==> src/rtl/gmii_rx_frame_receiver.sv <==
// GMII receive framer: strips preamble/SFD, checks and strips the FCS, and counts good/bad frames.
// Define RX_MAC_FILTER_EN to add destination-MAC filtering on local_mac or broadcast.
module gmii_rx_frame_receiver #(
    parameter int MIN_FRAME = 64,
    parameter int MAX_FRAME = 1518,
    parameter int CNT_W     = 16
) (
    input  logic             clock,
    input  logic             reset,
    input  logic [7:0]       rx_data,
    input  logic             rx_dv,
    input  logic             rx_er,
`ifdef RX_MAC_FILTER_EN
    input  logic [47:0]      local_mac,
`endif
    output logic [7:0]       out_data,
    output logic             out_valid,
    output logic             out_first,
    output logic             out_last,
    output logic             out_error,
    output logic [CNT_W-1:0] frames_ok,
    output logic [CNT_W-1:0] frames_bad
);

    // Handshake: no backpressure. out_valid qualifies out_data/out_first/out_last for one
    // cycle; out_error is meaningful only while out_valid && out_last.

    typedef enum logic [2:0] {
        WAIT_IDLE = 3'd0,
        IDLE      = 3'd1,
        PREAMBLE  = 3'd2,
        DATA      = 3'd3,
        DROP      = 3'd4
    } state_t;

    typedef struct packed {
        logic       valid;
        logic       first;
        logic       last;
        logic       error;
        logic       inc_ok;
        logic       inc_bad;
        logic [7:0] data;
    } beat_t;

    localparam logic [10:0] MIN_LEN     = 11'(MIN_FRAME);
    localparam logic [10:0] MAX_LEN     = 11'(MAX_FRAME);
    localparam logic [31:0] CRC_RESIDUE = 32'hDEBB20E3;
`ifdef RX_MAC_FILTER_EN
    localparam int XDLY = 4;
`else
    localparam int XDLY = 0;
`endif

    state_t      state;
    state_t      next_state;
    logic        start_frame;
    logic        pre_bad;
    logic        take_byte;
    logic        end_frame;
    logic        oversize;

    logic [31:0] crc;
    logic [10:0] len;
    logic        er_flag;
    logic [7:0]  dly [0:3];
    logic [7:0]  hold;
    logic        frame_bad;
    logic        keep;
    beat_t       beat;
    beat_t       stage [0:XDLY];

    function automatic logic [31:0] crc32_byte(input logic [31:0] c, input logic [7:0] b);
        logic [31:0] r;
        r = c ^ {24'h000000, b};
        for (int i = 0; i < 8; i++) begin
            r = r[0] ? ((r >> 1) ^ 32'hEDB88320) : (r >> 1);
        end
        return r;
    endfunction

    always_ff @(posedge clock or posedge reset) begin
        if (reset) begin
            state <= WAIT_IDLE;
        end else begin
            state <= next_state;
        end
    end

    always_comb begin
        next_state  = state;
        start_frame = 1'b0;
        pre_bad     = 1'b0;
        take_byte   = 1'b0;
        end_frame   = 1'b0;
        oversize    = 1'b0;
        case (state)
            WAIT_IDLE: begin
                if (!rx_dv) next_state = IDLE;
            end
            // The byte present on the rx_dv rise is already a preamble byte, so a frame
            // with zero 0x55 bytes (SFD first) is accepted too.
            IDLE, PREAMBLE: begin
                if (!rx_dv) begin
                    pre_bad    = (state == PREAMBLE);
                    next_state = IDLE;
                end else if (rx_er) begin
                    pre_bad    = 1'b1;
                    next_state = DROP;
                end else if (rx_data == 8'hD5) begin
                    start_frame = 1'b1;
                    next_state  = DATA;
                end else if (rx_data == 8'h55) begin
                    next_state = PREAMBLE;
                end else begin
                    pre_bad    = 1'b1;
                    next_state = DROP;
                end
            end
            DATA: begin
                if (!rx_dv) begin
                    end_frame  = 1'b1;
                    next_state = IDLE;
                end else if (len == MAX_LEN) begin
                    oversize   = 1'b1;
                    next_state = DROP;
                end else begin
                    take_byte = 1'b1;
                end
            end
            DROP: begin
                if (!rx_dv) next_state = IDLE;
            end
            default: next_state = WAIT_IDLE;
        endcase
    end

    // Four-byte delay line holds back the FCS; hold is the next payload byte to emit.
    always_ff @(posedge clock or posedge reset) begin
        if (reset) begin
            crc     <= 32'hFFFFFFFF;
            len     <= 11'd0;
            er_flag <= 1'b0;
            hold    <= 8'h00;
            for (int i = 0; i < 4; i++) dly[i] <= 8'h00;
        end else if (start_frame) begin
            crc     <= 32'hFFFFFFFF;
            len     <= 11'd0;
            er_flag <= 1'b0;
        end else if (take_byte) begin
            crc     <= crc32_byte(crc, rx_data);
            if (len != 11'h7FF) len <= len + 11'd1;
            er_flag <= er_flag | rx_er;
            dly[0]  <= rx_data;
            dly[1]  <= dly[0];
            dly[2]  <= dly[1];
            dly[3]  <= dly[2];
            hold    <= dly[3];
        end
    end

`ifdef RX_MAC_FILTER_EN
    logic [39:0] da_buf;
    logic        da_ok;
    logic        da_match;

    // Byte 5 of the DA is checked combinationally as it arrives, which is also when the
    // first payload beat is formed, so that beat can already be suppressed.
    assign da_match = ({da_buf, rx_data} == local_mac) || ({da_buf, rx_data} == 48'hFFFF_FFFF_FFFF);
    assign keep     = (take_byte && len == 11'd5) ? da_match : da_ok;

    always_ff @(posedge clock or posedge reset) begin
        if (reset) begin
            da_buf <= 40'h0;
            da_ok  <= 1'b1;
        end else if (start_frame) begin
            da_ok <= 1'b1;
        end else if (take_byte) begin
            if (len < 11'd5) da_buf <= {da_buf[31:0], rx_data};
            if (len == 11'd5) da_ok <= da_match;
        end
    end
`else
    assign keep = 1'b1;
`endif

    always_comb begin
        frame_bad = (crc != CRC_RESIDUE) || er_flag || (len < MIN_LEN);
        beat      = '0;
        if (take_byte && len >= 11'd5) begin
            beat.valid = 1'b1;
            beat.first = (len == 11'd5);
            beat.data  = hold;
        end
        if (end_frame) begin
            if (len >= 11'd5) begin
                beat.valid   = 1'b1;
                beat.first   = (len == 11'd5);
                beat.last    = 1'b1;
                beat.error   = frame_bad;
                beat.data    = hold;
                beat.inc_ok  = !frame_bad;
                beat.inc_bad = frame_bad;
            end else begin
                beat.inc_bad = 1'b1;
            end
        end
        if (oversize) begin
            beat.valid   = 1'b1;
            beat.last    = 1'b1;
            beat.error   = 1'b1;
            beat.data    = hold;
            beat.inc_bad = 1'b1;
        end
        if (!keep) beat = '0;
        if (pre_bad) beat.inc_bad = 1'b1;
    end

    always_ff @(posedge clock or posedge reset) begin
        if (reset) begin
            for (int i = 0; i <= XDLY; i++) stage[i] <= '0;
        end else begin
            stage[0] <= beat;
            for (int i = 1; i <= XDLY; i++) stage[i] <= stage[i-1];
        end
    end

    // Counters step at the end of the cycle that presents out_last.
    always_ff @(posedge clock or posedge reset) begin
        if (reset) begin
            frames_ok  <= '0;
            frames_bad <= '0;
        end else begin
            if (stage[XDLY].inc_ok && frames_ok != {CNT_W{1'b1}})
                frames_ok <= frames_ok + 1'b1;
            if (stage[XDLY].inc_bad && frames_bad != {CNT_W{1'b1}})
                frames_bad <= frames_bad + 1'b1;
        end
    end

    assign out_valid = stage[XDLY].valid;
    assign out_first = stage[XDLY].first;
    assign out_last  = stage[XDLY].last;
    assign out_error = stage[XDLY].error;
    assign out_data  = stage[XDLY].data;

endmodule

==> config.mk <==
export PLATFORM = sky130hd
export DESIGN_NAME = gmii_rx_frame_receiver
export DESIGN_NICKNAME = d
export VERILOG_FILES = /design/src/rtl/gmii_rx_frame_receiver.sv
export SDC_FILE = /design/constraint.sdc
export NUM_CORES = 1
export LEC_CHECK = 0
export CAP_MARGIN = 20
export CORE_ASPECT_RATIO = 0.6
export CORE_MARGIN = 1.5
export CORE_UTILIZATION = 55
export CTS_CLUSTER_DIAMETER = 200
export DETAILED_ROUTE_END_ITERATION = 8
export PLACE_DENSITY = 0.74
export SYNTH_ARGS = -nofsm -noshare
export SYNTH_HDL_FRONTEND = slang
export SYNTH_SLANG_ARGS = --single-unit
==> constraint.sdc <==
create_clock -name clock -period 11.35 [get_ports clock]
set_input_delay 2.27 -clock clock [delete_from_list [all_inputs] [get_ports clock]]
set_output_delay 2.27 -clock clock [all_outputs]
set_load 0.03 [all_outputs]
==> results.md <==
- Status: completed
- First-pass GRT wire length: 22500 um
- Proportion of power drawn by the clock network: 46.9%
- Resize count post-CTS: 0
- Final design area excluding fillers: 7730 sq um
- Final global-route overflow total: 0
- HPWL after DPL: 8790 um
- Detailed Route Iter0 Violations: 357
- Routed metal-1 wirelength: 6830 um
- Synth async-reset ratio: 100%
- IO Port Bufs: 55
- Number of nets in the finished design: 668
- RSZ-0062 raised after global routing: false
- Count of flip-flops with a built-in enable after synthesis: 0
- Seq. cell area: 3370 sq um
- Final setup skew: 0.0116 ns
- Mapped Nets: 618
- Accumulated negative setup slack: 0 ns
- Sequential share of power: 40.9%
- Comb power frac: 12.2%
- Number of placed instances with taps included: 791
- Multiplexer share of the synthesized area: 0.350%
- Wire length on met2: 5870 um
- Most frequent cells after synthesis: nand2_1, dfrtp_1, xnor2_1
- Fraction of post-synthesis cell area in the top cell type by area: 39.3%
- Highest routed metal layer: met4
- Number of buffers created by CTS: 17
- Path type of the worst setup path: in2reg
- Core area: 11300 sq um
- Pins over their slew limit: 0
- Layout cells sized above 1: 13.3%
- Post-synthesis instance area: 6440 sq um
- Max-cap violations: 0
- Sequential element share of the synthesized area: 52.3%
- Total clock sinks: 133
- Simple-Gate Fraction of Synth Area: 18.2%
- Top Family by Delay on Critical Path: buffers and inverters
- Most used flip-flop cell after synthesis: dfrtp_1
- Number of iterations in the first detailed-routing pass: 5
- Number of standard cells in the final layout excluding fillers: 823
- Starting utilization of the core area: 56.8%
- Pleak: 3.41 nW
- Synthesized netlist cell count: 601
- Final Wtd Congestion: 0.857
- Ports placed on the boundary: 56
- Critical path launch point type: primary input
- Count of hold buffers inserted by post-cts repair: 0
- Post-Route Utilization: 68.2%
- Maximum buffer depth of the clock tree: 2
- CP peak stage delay: 0.59 ns
- WP data required: 11.70 ns
- Number of vias per cell: 5.44
- Final hold vios: 0
- Fraction of the cycle the final worst path needs: 41.3%
- Row count: 30
- Cell type contributing the most total cell area after synthesis: dfrtp_1
- Maximum level of the CTS H-tree: 4
- Min cycle time layout: 4.68 ns
- CP Capture Type: register
- Routed length on met3: 722 um
- Main combinational cell family by area after synthesis: simple AND/OR/NAND/NOR gates
- Switching Share: 25.8%
- Die Wd: 143 um
- CP cell instances: clkdlybuf4s50_1, nand4b_1, nor2_4, buf_4, or2_1, buf_16, a2bb2oi_1
- Number of nets still failing antenna checks after routing: 0
- Post-DR wirelength/cell: 16.6 um
- Synthesis-to-layout area growth: 20.1%
- Total net switching power: 322 uW
- Most instantiated library cell after synthesis: nand2_1
- Number of inserted diodes: 0
- Final setup fails: 0
- Adder-cell share of the synthesized area: 0.972%
- Biggest area contributors in the synthesized netlist: dfrtp_1, dfstp_2, xnor2_1
- Multi-input combinational cell area: 2900 sq um
- Worst vdd rail ir drop: 0.154 mV
- Final total power: 1.25 mW
- TritonCTS clock tree: done
- Unique masters post-synth: 52
- Number of buffer and inverter stages on the critical path: 3
- Power Density: 162 nW/um^2
- Measured slew at the worst slew-check pin: 0.876 ns
- Gr usage total: 24.3%
- Total number of vias: 4481
- Postcts setup bufs: 0
- Number of antenna violations at the first check in global routing: 0
- WL final: 13600 um
- Final hold slack: 0.463 ns
- # fillers: 836
- Complex-gate fraction of the synthesized area: 7.93%
- Largest fanout on the critical path: 73
- Internal power: 928 uW
- Max stage delay cell, worst path: buf_4
- Total die area: 12400 sq um
- Worst Setup Slack post-DPL: 5.91 ns
- Average footprint of a synthesized cell: 10.7 sq um
- Via count of the first global-routing pass: 4351
- Yosys warns: 0
- Arrival time reported for the critical path endpoint: 5.03 ns
- Area share of xor/xnor cells in the synthesized design: 17.6%
- Clock Tree Root: clkbuf_16
- Worst Hold Class: reg2reg
- Flip-flop and latch count after synthesis: 133
- Clock transition at the registers of the reported paths: 0.06 ns
- Die height: 86.8 um
- DRC Markers: 0
- Fmax: 213 MHz
- Clock latency on the worst-skew pair: 0.43 ns
- Relative slew margins: 41.6%
- Maximum number of pins on one net before global-route repair: 74
- Placed cell area: 7080 sq um
- Worst Setup Slack, final: 6.67 ns
[worst paths after layout]
| kind | from | endpoint | slack (ns) | cells past startpoint |
|---|---|---|---|---|
| setup / recovery | rx_dv | crc[13]$_DFFE_PP1P_ | 6.67 | 7 |
| hold / removal | dly[18]$_DFFE_PP0P_ | dly[10]$_DFFE_PP0P_ | 0.46 | 2 |
| setup reg to reg | len[0]$_DFFE_PP0P_ | crc[13]$_DFFE_PP1P_ | 8.48 | 9 |
| hold reg to reg | dly[18]$_DFFE_PP0P_ | dly[10]$_DFFE_PP0P_ | 0.46 | 2 |
| max in group asynchronous | reset | hold[4]$_DFFE_PP0P_ | 7.59 | 3 |
| min in group asynchronous | reset | frames_bad[1]$_DFFE_PP0P_ | 2.36 | 2 |
[cell usage in the layout (no fill, tap or decap), drive strengths merged, types with 4 or more instances in the layout]
| cell type | count |
|---|---|
| nand2 | 142 |
| dfrtp | 101 |
| xnor2 | 74 |
| clkdlybuf4s50 | 55 |
| dfstp | 32 |
| a2bb2oi | 30 |
| nor2 | 29 |
| xor2 | 29 |
| nand3 | 21 |
| clkbuf | 17 |
| inv | 11 |
| and2 | 10 |
| a21oi | 10 |
| nand4 | 9 |
| and3 | 9 |
| nor3 | 8 |
| a31oi | 6 |
| nor4 | 6 |
| clkinv | 6 |
| ha | 5 |
| o21ai | 5 |
| nand4b | 4 |
| bufinv | 4 |
| a211oi | 4 |
| buf | 4 |
[cell type report]
type | count | share of cell area (%)
Tap cell | 160 | 2.59
Clock inverter | 14 | 2.57
Clock buffer | 17 | 5.50
Multi-Input combinational cell | 432 | 37.6
Inverter | 8 | 0.421
Sequential cell | 133 | 43.6
Timing Repair Buffer | 59 | 7.77
[layer usage]
layer | track usage (%) | vias to the layer above
li1 | - | 2121
met1 | 36.3 | 2217
met3 | 5.36 | 20
met4 | 9.56 | 0
met5 | 0 | -
met2 | 34.5 | 123
[state kept, by name, indices dropped and copies added, names as in the netlist, 2 cells and up]
| register | cells |
|---|---|
| frames_ok | 16 |
| stage | 2 |
| crc | 32 |
| dly | 32 |
| out_data | 8 |
| frames_bad | 16 |
| state | 3 |
| len | 11 |
| hold | 8 |
[cells by family after synthesis]
family,after synthesis
AND/OR/NAND/NOR,255
flip-flops,133
XOR/XNOR,105
AO/OA/AOI/OAI,65
buffers and inverters,36
adder cells (fa/ha/maj),5
multiplexers,2
[power by group through the flow]
| stage | sequential [mW] | clock (mW) | combinational, mW |
|---|---|---|---|
| 2_1_floorplan | 0.530 | 0 | 0.0922 |
| 3_3_place_gp | 0.517 | 0 | 0.147 |
| 3_5_place_dp | 0.518 | 0 | 0.151 |
| 4_1_cts | 0.510 | 0.595 | 0.153 |
| 5_1_grt | 0.513 | 0.616 | 0.163 |
| 6_report | 0.511 | 0.586 | 0.152 |
[worst register-to-register path: stages (launching register included)]
cell and delay (ns):
dfrtp_1 0.47, inv_1 0.10, ha_1 0.15, or3b_1 0.41
nor3_1 0.39, nor2_4 0.03, buf_4 0.34, or2_1 0.52
buf_16 0.21, a2bb2oi_1 0.15
No activity file was read; power rests on OpenSTA's default activity.
